`src/rtl/logit_argmax_pkg.sv`:
```
// Result-word layout shared by the argmax stage and the host-side decoder.
package logit_argmax_pkg;

  localparam int unsigned RES_W        = 32;
  localparam int unsigned RES_MARK_BIT = 31;
  localparam int unsigned RES_ERR_BIT  = 30;
  localparam int unsigned RES_IDX_LSB  = 24;
  localparam int unsigned RES_IDX_W    = 4;
  localparam int unsigned RES_VAL_W    = 24;

  // Bits [29:28] stay zero; value is expected already sign-extended to RES_VAL_W.
  function automatic logic [RES_W-1:0] pack_result(
    input logic                 err,
    input logic [RES_IDX_W-1:0] idx,
    input logic [RES_VAL_W-1:0] value
  );
    logic [RES_W-1:0] r;
    r                           = '0;
    r[RES_MARK_BIT]             = 1'b1;
    r[RES_ERR_BIT]              = err;
    r[RES_IDX_LSB +: RES_IDX_W] = idx;
    r[RES_VAL_W-1:0]            = value;
    return r;
  endfunction

endpackage

```
`src/rtl/logit_argmax.sv`:
```
// Streaming argmax over one frame of N signed logits; emits one packed result word per frame.
module logit_argmax
  import logit_argmax_pkg::*;
#(
  parameter int unsigned N         = 10,
  parameter int unsigned DATA_BITS = 18,
  parameter int unsigned WORD_SIZE = 29,
  parameter bit          USE_LAST  = 1'b1
) (
  input  logic                 clock,
  input  logic                 reset,
  input  logic [WORD_SIZE-1:0] in_data,
  input  logic                 in_valid,
  output logic                 in_ready,
  input  logic                 in_last,
  output logic [RES_W-1:0]     out_data,
  output logic                 out_valid,
  input  logic                 out_ready
);

  localparam int unsigned          IDX_BITS = $clog2(N);
  localparam logic [IDX_BITS-1:0]  LAST_IDX = IDX_BITS'(N - 1);

  logic [IDX_BITS-1:0]         idx_q;
  logic [IDX_BITS-1:0]         max_idx_q;
  logic [IDX_BITS-1:0]         max_idx_d;
  logic signed [DATA_BITS-1:0] max_q;
  logic signed [DATA_BITS-1:0] max_d;
  logic signed [DATA_BITS-1:0] v;
  logic                        beat;
  logic                        at_last;
  logic                        frame_end;
  logic                        err_d;
  logic                        unused_upper;

  assign v            = in_data[DATA_BITS-1:0];
  assign unused_upper = ^in_data;

  // Single result register: accept whenever it is empty or draining this cycle.
  assign in_ready  = reset || !out_valid || out_ready;
  assign beat      = in_valid && in_ready;
  assign at_last   = (idx_q == LAST_IDX);
  assign frame_end = beat && (at_last || (USE_LAST && in_last));
  assign err_d     = USE_LAST && (in_last != at_last);

  // Running max including the current word; strict compare keeps the lower index on ties.
  always_comb begin
    max_d     = max_q;
    max_idx_d = max_idx_q;
    if (idx_q == '0) begin
      max_d     = v;
      max_idx_d = '0;
    end else if (v > max_q) begin
      max_d     = v;
      max_idx_d = idx_q;
    end
  end

  always_ff @(posedge clock) begin
    if (reset) begin
      idx_q     <= '0;
      max_q     <= '0;
      max_idx_q <= '0;
      out_valid <= 1'b0;
      out_data  <= '0;
    end else begin
      if (beat) begin
        max_q     <= max_d;
        max_idx_q <= max_idx_d;
        idx_q     <= frame_end ? '0 : idx_q + 1'b1;
      end
      if (frame_end) begin
        out_valid <= 1'b1;
        out_data  <= pack_result(err_d, RES_IDX_W'(max_idx_d), RES_VAL_W'(max_d));
      end else if (out_ready) begin
        out_valid <= 1'b0;
      end
    end
  end

endmodule

```
`config.mk`:
```
export PLATFORM = sky130hd
export DESIGN_NAME = logit_argmax
export DESIGN_NICKNAME = d
export VERILOG_FILES = /design/src/rtl/logit_argmax_pkg.sv /design/src/rtl/logit_argmax.sv
export SDC_FILE = /design/constraint.sdc
export NUM_CORES = 1
export LEC_CHECK = 0
export ABC_AREA = 1
export CORE_ASPECT_RATIO = 1.75
export CORE_UTILIZATION = 25
export CTS_BUF_LIST = sky130_fd_sc_hd__clkbuf_16
export DETAILED_ROUTE_END_ITERATION = 12
export GPL_TIMING_DRIVEN = 1
export HOLD_SLACK_MARGIN = 0.06
export PLACE_DENSITY = 0.54
export RECOVER_POWER = 25
export SLEW_MARGIN = 20
export SYNTH_ARGS = -nofsm -noshare
export SYNTH_HDL_FRONTEND = slang
export SYNTH_SLANG_ARGS = --single-unit
```
`constraint.sdc`:
```
create_clock -name clock -period 1.95 [get_ports clock]
set_clock_uncertainty 0.2 [all_clocks]
set_input_delay 0.195 -clock clock [delete_from_list [all_inputs] [get_ports clock]]
set_output_delay 0.195 -clock clock [all_outputs]
set_load 0.005 [all_outputs]
```
# Yosys cells after proc, flatten, opt, wreduce, memory -nomap -nowiden
# Cells that the tools add are included.
[classes]
div_mod_pow = 0
mux = 7
mul = 0
reduce_logical = 8
n_eq_ne = 2
n_addsub = 1
magnitude_cmp = 1
shifts = 0
bitwise_logic = 0
[op_table]
columns = ["operator", "n"]
rows = [
  ["$mux 18", 2],
  ["$gt 18x18->1", 1],
  ["$mux 4", 3],
  ["$add 4x1->4 const B", 1],
  ["$eq 4x4->1 const B", 1],
  ["$logic_not 4->1", 1],
  ["$logic_or 1x1->1", 3],
  ["$logic_and 1x1->1", 2],
  ["$mux 1", 2],
  ["$reduce_bool 2->1", 1],
  ["$logic_not 1->1", 1],
  ["$ne 1x1->1", 1],
]
[word_totals]
word_cells = 24
memories = 0
latchBits = 0
register_bits = 57
mem_bits_rw = 0
romBits = 0

# Depth between registers and ports, before layout
[logic_depth]
word_depth = 6
ltp_mapped = 18

# Worst setup path before layout
# Ideal clock, no wire load.
[synth_path]
path_type = "reg2reg"
from = "register max_q[17]"
to = "register max_q[6]"
path_stages_with_launch = 15
synth_period_minus_slack_ns = 2.115
required_time_ns = 1.641
arrival_ns = 1.806
path_buffers = 1
slack_ns = -0.165
cell_sequence = "dfxtp_1 -> inv_1 -> ha_1 -> a21o_1 -> nor2_1 -> nand2_1 -> nor2_1 -> nand2_1 -> nand2_2 -> nand3_4 -> buf_2 -> nand3_1 -> nand3_1 -> nand2_1 -> inv_1"
[synth_via]
elab_chain_cells = 3
[synth_rtl]
columns = ["item", "line_no", "source"]
rows = [
  ["from (decl)", "logit_argmax.sv:27", "logic signed [DATA_BITS-1:0] max_q;"],
  ["from (signal assigned)", "logit_argmax.sv:68", "max_q <= max_d;"],
  ["$gt 18x18->1", "logit_argmax.sv:53", "end else if (v > max_q) begin"],
  ["$mux 18", "logit_argmax.sv:53", ""],
  ["$mux 18", "logit_argmax.sv:50", "if (idx_q == '0) begin"],
]
# Every way passes these cells.
# A chain may end at the register's enable or synchronous reset.

# Final worst setup path
[layout_path]
from = "input in_data[3]"
to = "register out_data[6]"
[layout_via]
elab_chain_cells = 3
[layout_rtl]
columns = ["item", "line_no", "source"]
rows = [
  ["from (decl)", "logit_argmax.sv:12", "input logic [WORD_SIZE-1:0] in_data,"],
  ["$gt 18x18->1", "logit_argmax.sv:53", ""],
  ["$mux 18", "logit_argmax.sv:53", ""],
  ["$mux 18", "logit_argmax.sv:50", ""],
  ["to (signal assigned)", "logit_argmax.sv:74", "out_data <= pack_result(err_d, RES_IDX_W'(max_idx_d), RES_VAL_W'(max_d));"],
  ["to (decl)", "logit_argmax.sv:16", "output logic [RES_W-1:0] out_data,"],
]
# Every way passes these cells.

==> results.json <==
{
  "vias_per_cell": 4.43,
  "area_delta_synth_final_pct": 45.3,
  "ios": 68,
  "final_antenna_net_count": 0,
  "drc": 0,
  "insertion_delay_ns": 0.30,
  "antenna_cells": 0,
  "criticalPathCategory": "in2reg",
  "postPlaceCellArea_sq_mm": 0.00391,
  "status": "finished, violations left",
  "initial_core_util": 0.256,
  "nFillCells": 1173,
  "finalSetupViolations": 44,
  "hold_buffers": 0,
  "cts_inserted_buffers": 5,
  "ys.flop_type": "dfxtp_1",
  "rsz0062_at_grt": "true",
  "reg2reg_slack_ns": -0.17,
  "initialDrtViolationCount": 186,
  "hp-class": "reg2reg",
  "grt_pass1_vias": 2761,
  "place_inst": 623,
  "clockRootBuffer": "clkbuf_16",
  "report.final.slew_viol_count": 0,
  "cellInternalPower_mw": 1.97,
  "yosys_warnings": 0,
  "wl_mm": 7.99,
  "netlist-cell-type-count": 26,
  "cp.required_ns": 1.94,
  "cts_buffer_depth": 2,
  "crit_fanout": 12,
  "multi_input_area_sq_mm": 0.00170,
  "wire_per_inst_microns": 12.6,
  "portBuffers": 54,
  "critPathTopFamily": "simple AND/OR/NAND/NOR gates",
  "seq_area_frac_synth": 0.359,
  "async_flop_share": 0,
  "p_seq_frac": 0.405,
  "cts_max_level": 2,
  "cp_common_cell": "nand2_1",
  "crit_chain": "clkdlybuf4s50_1 -> ha_4 -> nand2_1 -> nand2_1 -> nand2_1 -> nand2_1 -> nand2_1 -> nand2_1 -> nand2_1 -> nand2_1 -> nand2_2 -> nand3_4 -> buf_6 -> nand3_1 -> nand2_1 -> nand2_1 -> nand2_1",
  "synth-seq-cells": 51,
  "clockPowerShare": 0.304,
  "crit_path_end_kind": "flip-flop",
  "syn_inst": 421,
  "grt_antenna_before_repair": 0,
  "avgSynthCellArea_sq_um": 6.76,
  "fin_nets": 556,
  "tns_ns": -6.92,
  "power.density_mw_per_mm2": 694,
  "die_area_sq_mm": 0.0118,
  "irDropWorstVdd_v": 0.000305,
  "p_leak_nw": 2.03,
  "dp_hpwl_mm": 5.81,
  "grt_pass1_wl_mm": 12.7,
  "fp.dieH_microns": 143,
  "failed_checks": "setup timing",
  "min_period_over_period": 1.10,
  "slowest_delay_ns": 0.57,
  "clock-sinks": 51,
  "core_sq_mm": 0.0111,
  "overflow": 0,
  "stdcell_area_sq_mm": 0.00414,
  "instances_no_fill": 633,
  "track_usage": 0.144,
  "cpMaxStageDelayCell": "clkdlybuf4s50_1",
  "fp.dieW_microns": 82.6,
  "final_util": 0.372,
  "path_buf_inv": 2,
  "dr.pass1.iters": 4,
  "cts_tree": "yes",
  "p_comb_frac": 0.291,
  "grt_max_degree": 21,
  "hold_violations": 0,
  "place.gp.congestion": 0.802,
  "switchingPower_mw": 0.903,
  "vias": 2802,
  "clk_pin_slew_worst_paths_ns": 0.07,
  "regArea_sq_mm": 0.00104,
  "crit_arrival_ns": 2.13,
  "drive_gt1_frac": 0.242,
  "synth_edf_count": 0,
  "syn_area_sq_mm": 0.00285,
  "netSwitchingFraction": 0.314,
  "worst_slack_ns": -0.188,
  "min_period_ns": 2.14,
  "drv_cap": 0,
  "fmax_ghz": 0.468,
  "num_rows": 51,
  "crit_path_start_kind": "input pin"
}
[state kept, by name (all words and copies together) (netlist names)]
name,count
out_data,24
max_q,18
idx_q,4
max_idx_q,4
out_valid,1
[final cells by class]
cell class	count	area share
well taps	132	0.0399
clock inverters	3	0.00303
clock buffers	5	0.0303
multi-input cells	288	0.411
flip-flops and latches	51	0.251
repair buffers	94	0.210
inverters	60	0.0545
[path summary, 6_finish.rpt]
kind / startpoint / to / cells after the start
setup / recovery: in_data[3] / out_data[6]$_SDFFE_PP0P_ / 17
setup reg to reg: max_q[8]$_SDFFE_PP0P_ / out_data[6]$_SDFFE_PP0P_ / 15
hold / removal: out_data[11]$_SDFFE_PP0P_ / out_data[11]$_SDFFE_PP0P_ / 2
hold reg to reg: out_data[11]$_SDFFE_PP0P_ / out_data[11]$_SDFFE_PP0P_ / 2
[repair_timing]
action | CTS | global route
pin swaps | 0 | 1
resized for setup | 15 | 9
buffers inserted | 0 | 2
endpoints found under the setup margin | 45 | 48
[per-layer routing]
metal	global-route usage	share of wire
met3	0.0185	0.021
met4	0.0563	0.019
met1	0.158	0.42
met2	0.268	0.54
met5	0	0
[cells in the mapped netlist, types with 2 or more instances]
cell,n,area (sq um)
a21o_1,2,15.0
a21oi_1,29,145
buf_2,6,30.0
buf_4,9,67.6
clkbuf_1,7,26.3
dfxtp_1,51,1020
ha_1,22,275
inv_1,58,218
inv_2,2,7.51
nand2_1,146,548
nand2_2,12,75.1
nand3_1,43,215
nand4_1,2,12.5
nor2_1,12,45.0
o21ai_0,8,40.0
o21ai_1,2,10.0
[kinds of logic after synthesis]
group                      after synthesis  synth area share
and+or+nand+nor                        221             0.336
buffers and inverters                   83             0.128
DFF                                     51             0.359
AOI/OAI and AO/OA                       43            0.0796
adders and majority gates               22            0.0967
other                                    1           0.00132
[worst register-to-register path, cell delays in order, from the launching register on]
cell	delay [ns]
dfxtp_1	0.34
inv_1	0.06
ha_1	0.26
nand2_1	0.12
a21oi_1	0.06
nor2_1	0.11
nand2_1	0.06
nand2_1	0.08
nand2_1	0.07
nand2_2	0.08
nand3_4	0.11
buf_6	0.18
nand3_1	0.09
nand2_1	0.08
nand2_1	0.07
nand2_1	0.05
[cell usage in the layout (no fill, tap or decap), drive strengths merged, types with 5 or more instances in the layout]
cell type / count
clkdlybuf4s50: 39
nor2: 13
ha: 22
clkbuf: 5
a21oi: 29
dlygate4sd3: 9
inv: 62
buf: 40
dlygate4sd2: 6
o21ai: 10
nand3: 45
dfxtp: 51
nand2: 159
[power by group through the flow]
stage	clock, mW	sequential (mW)	combinational, mW
detailed placement	0	1.19	0.800
finish	0.873	1.16	0.834
global placement	0	1.19	0.790
floorplan	0	1.18	0.481
CTS	0.905	1.16	0.823
global route	0.943	1.17	0.936
[per-stage QoR]
stage / setup slack (ns) / total power [mW] / hold slack [ns]
2_1_floorplan: -0.0410 / 1.66 / 0.164
3_3_place_gp: -0.608 / 1.98 / 0.239
6_report: -0.188 / 2.87 / 0.246
4_1_cts: -0.198 / 2.89 / 0.245
5_1_grt: -0.348 / 3.05 / 0.265
3_5_place_dp: -0.613 / 1.99 / 0.239
Note: power is estimated with default switching activity, not from simulation.
==> patch, RTL diff (config.mk and constraints unchanged) <==
Change the package constant `RES_W` from 32 to 40.
--- a/src/rtl/logit_argmax_pkg.sv
+++ b/src/rtl/logit_argmax_pkg.sv
@@ -2,5 +2,5 @@
 package logit_argmax_pkg;
 
-  localparam int unsigned RES_W        = 32;
+  localparam int unsigned RES_W        = 40;
   localparam int unsigned RES_MARK_BIT = 31;
   localparam int unsigned RES_ERR_BIT  = 30;
Ports: changed (resized out_data); port bits go from 68 to 76. No check against the original RTL was run, so the function may have changed too.
==> patch against the original RTL <==
The flow still finishes with violations (setup timing); sequential cell count unchanged; setup slack got worse by 0.12 ns; synthesized area rose by 2.1%; global-route usage shrank 1.0 points; critical path type is now reg2reg; fmax decreased by 5.4%; power up 20%; final area up 14%; worst hold slack got worse by 0.16 ns; routed wire length is 7.0% higher.
==> patch: results (changes against the original RTL) <==
Cell types occupying the most area after synthesis: sky130_fd_sc_hd__dfxtp_1 (35%), sky130_fd_sc_hd__nand2_1 (19%), sky130_fd_sc_hd__ha_1 (9.5%) (was sky130_fd_sc_hd__dfxtp_1 (36%), sky130_fd_sc_hd__nand2_1 (19%), sky130_fd_sc_hd__ha_1 (9.7%)). The final worst setup slack came out at -0.310 ns (was -0.188 ns). The routed length per placed instance is 13.2 microns (was 12.6 microns).

The total global-route track usage is 0.134 (was 0.144). The share of layout cells above drive strength 1 was 0.349 (was 0.242). The half-perimeter wire length after placement is 5810 microns (about the same). The post-layout net count came out at 571 (was 556).

The placed cell count came out at 629 (was 623). The worst setup timing slack at the placement stage was -0.607 ns (was -0.613 ns). The per-cell via count in the routed design was 4.56 (was 4.43). The worst hold margin came out at 0.0899 ns (was 0.246 ns).

The final-layout setup total negative slack is -11.87 ns (was -6.92 ns). The critical-path maximum fanout came out at 6 (was 12). The post-synthesis sequential area ratio came out at 0.351 (was 0.359). The number of filler cells placed in the layout came out at 1114 (was 1173). The share of synthesized cell area in full adder, half adder and majority cells came out at 0.0947 (was 0.0967).

The non-filler instance count after layout is 648 (was 633). The number of global-route vias before repair is 2785 (was 2761). The violation count after the first detailed-routing iteration came to 123 (was 186). The arrival time of the worst setup path came out at 2.29 ns (was 2.13 ns). The worst IR drop on VDD came to 0.000438 V (was 0.000305 V). The routability congestion estimate from global placement was 0.808 (was 0.802). Result of the run: finished with violations (unchanged). The share of total power consumed by net switching was 0.312 (was 0.314). The leakage component of the power came to 2.31 nW (was 2.03 nW).

The global-route wire length before repair came out at 12800 microns (was 12700 microns). Violated checks: setup timing (unchanged). The final number of setup-violating endpoints came out at 44 (unchanged). The clock transition at the registers of the reported paths came out at 0.07 ns (about the same). The maximum single-stage delay on the critical path is 0.34 ns (was 0.57 ns).

The post-detailed-placement cell area is 3930 sq um (was 3910 sq um).
[patch: layout make-up]
| type | count | area (sq um) | share of cell area |
|---|---|---|---|
| repair buffers | 98 | 976 | 0.207 |
| clock inverters | 3 | 63.8 | 0.0136 |
| clock buffers | 5 | 125 | 0.0266 |
| inverters | 60 | 225 | 0.0479 |
| well taps | 132 | 165 | 0.0351 |
| flip-flops and latches | 51 | 1040 | 0.221 |
| multi-input cells | 299 | 2110 | 0.448 |
[patch: kinds of logic (layout without fill, tap and decap cells)]
| kind of cell | after synthesis | count (layout) |
|---|---|---|
| compound gates | 43 | 43 |
| fa+ha+maj | 22 | 22 |
| buf+inv | 91 | 166 |
| flops | 51 | 51 |
| other cells | 1 | 10 |
| simple gates | 221 | 224 |
[patch: final timing paths]
check	from	end	depth (start not counted)
max	max_q[13]	max_q[2]	16
max reg2reg	max_q[13]	max_q[2]	16
min reg2reg	out_data[15]	out_data[15]	2
min	in_data[0]	max_q[0]	5
[patch: layer usage]
layer | vias up | wire length, microns | share of wire | GRT usage
met2 | 72 | 4660 | 0.54 | 0.262
li1 | 1496 | - | - | -
met3 | 6 | 283 | 0.033 | 0.0194
met4 | 0 | 120 | 0.014 | 0.0517
met5 | - | 0 | 0 | 0
met1 | 1382 | 3500 | 0.41 | 0.143
[patch: power by group through the flow]
| stage | registers (mW) | clock network [mW] | logic (mW) |
|---|---|---|---|
| final | 1.17 | 1.14 | 1.15 |
| after global routing | 1.18 | 1.20 | 1.24 |
| after CTS | 1.16 | 1.17 | 0.820 |
| after detailed placement | 1.19 | 0 | 0.800 |
| after global placement | 1.18 | 0 | 0.791 |
| after floorplan | 1.18 | 0 | 0.495 |
[patch: worst min-delay path, stage by stage]
cell and delay [ns]:
sky130_fd_sc_hd__dlymetal6s2s_1 0.13, sky130_fd_sc_hd__nand2_2 0.07, sky130_fd_sc_hd__nand3_1 0.06, sky130_fd_sc_hd__nand2_1 0.04, sky130_fd_sc_hd__inv_1 0.04
[patch: timing repair]
action / 4_1_cts / 5_1_grt
setup endpoints to repair: 45 / 44
gates resized for setup: 12 / 102
setup buffers: 0 / 7
cloned: 0 / 4
pin swaps: 0 / 25
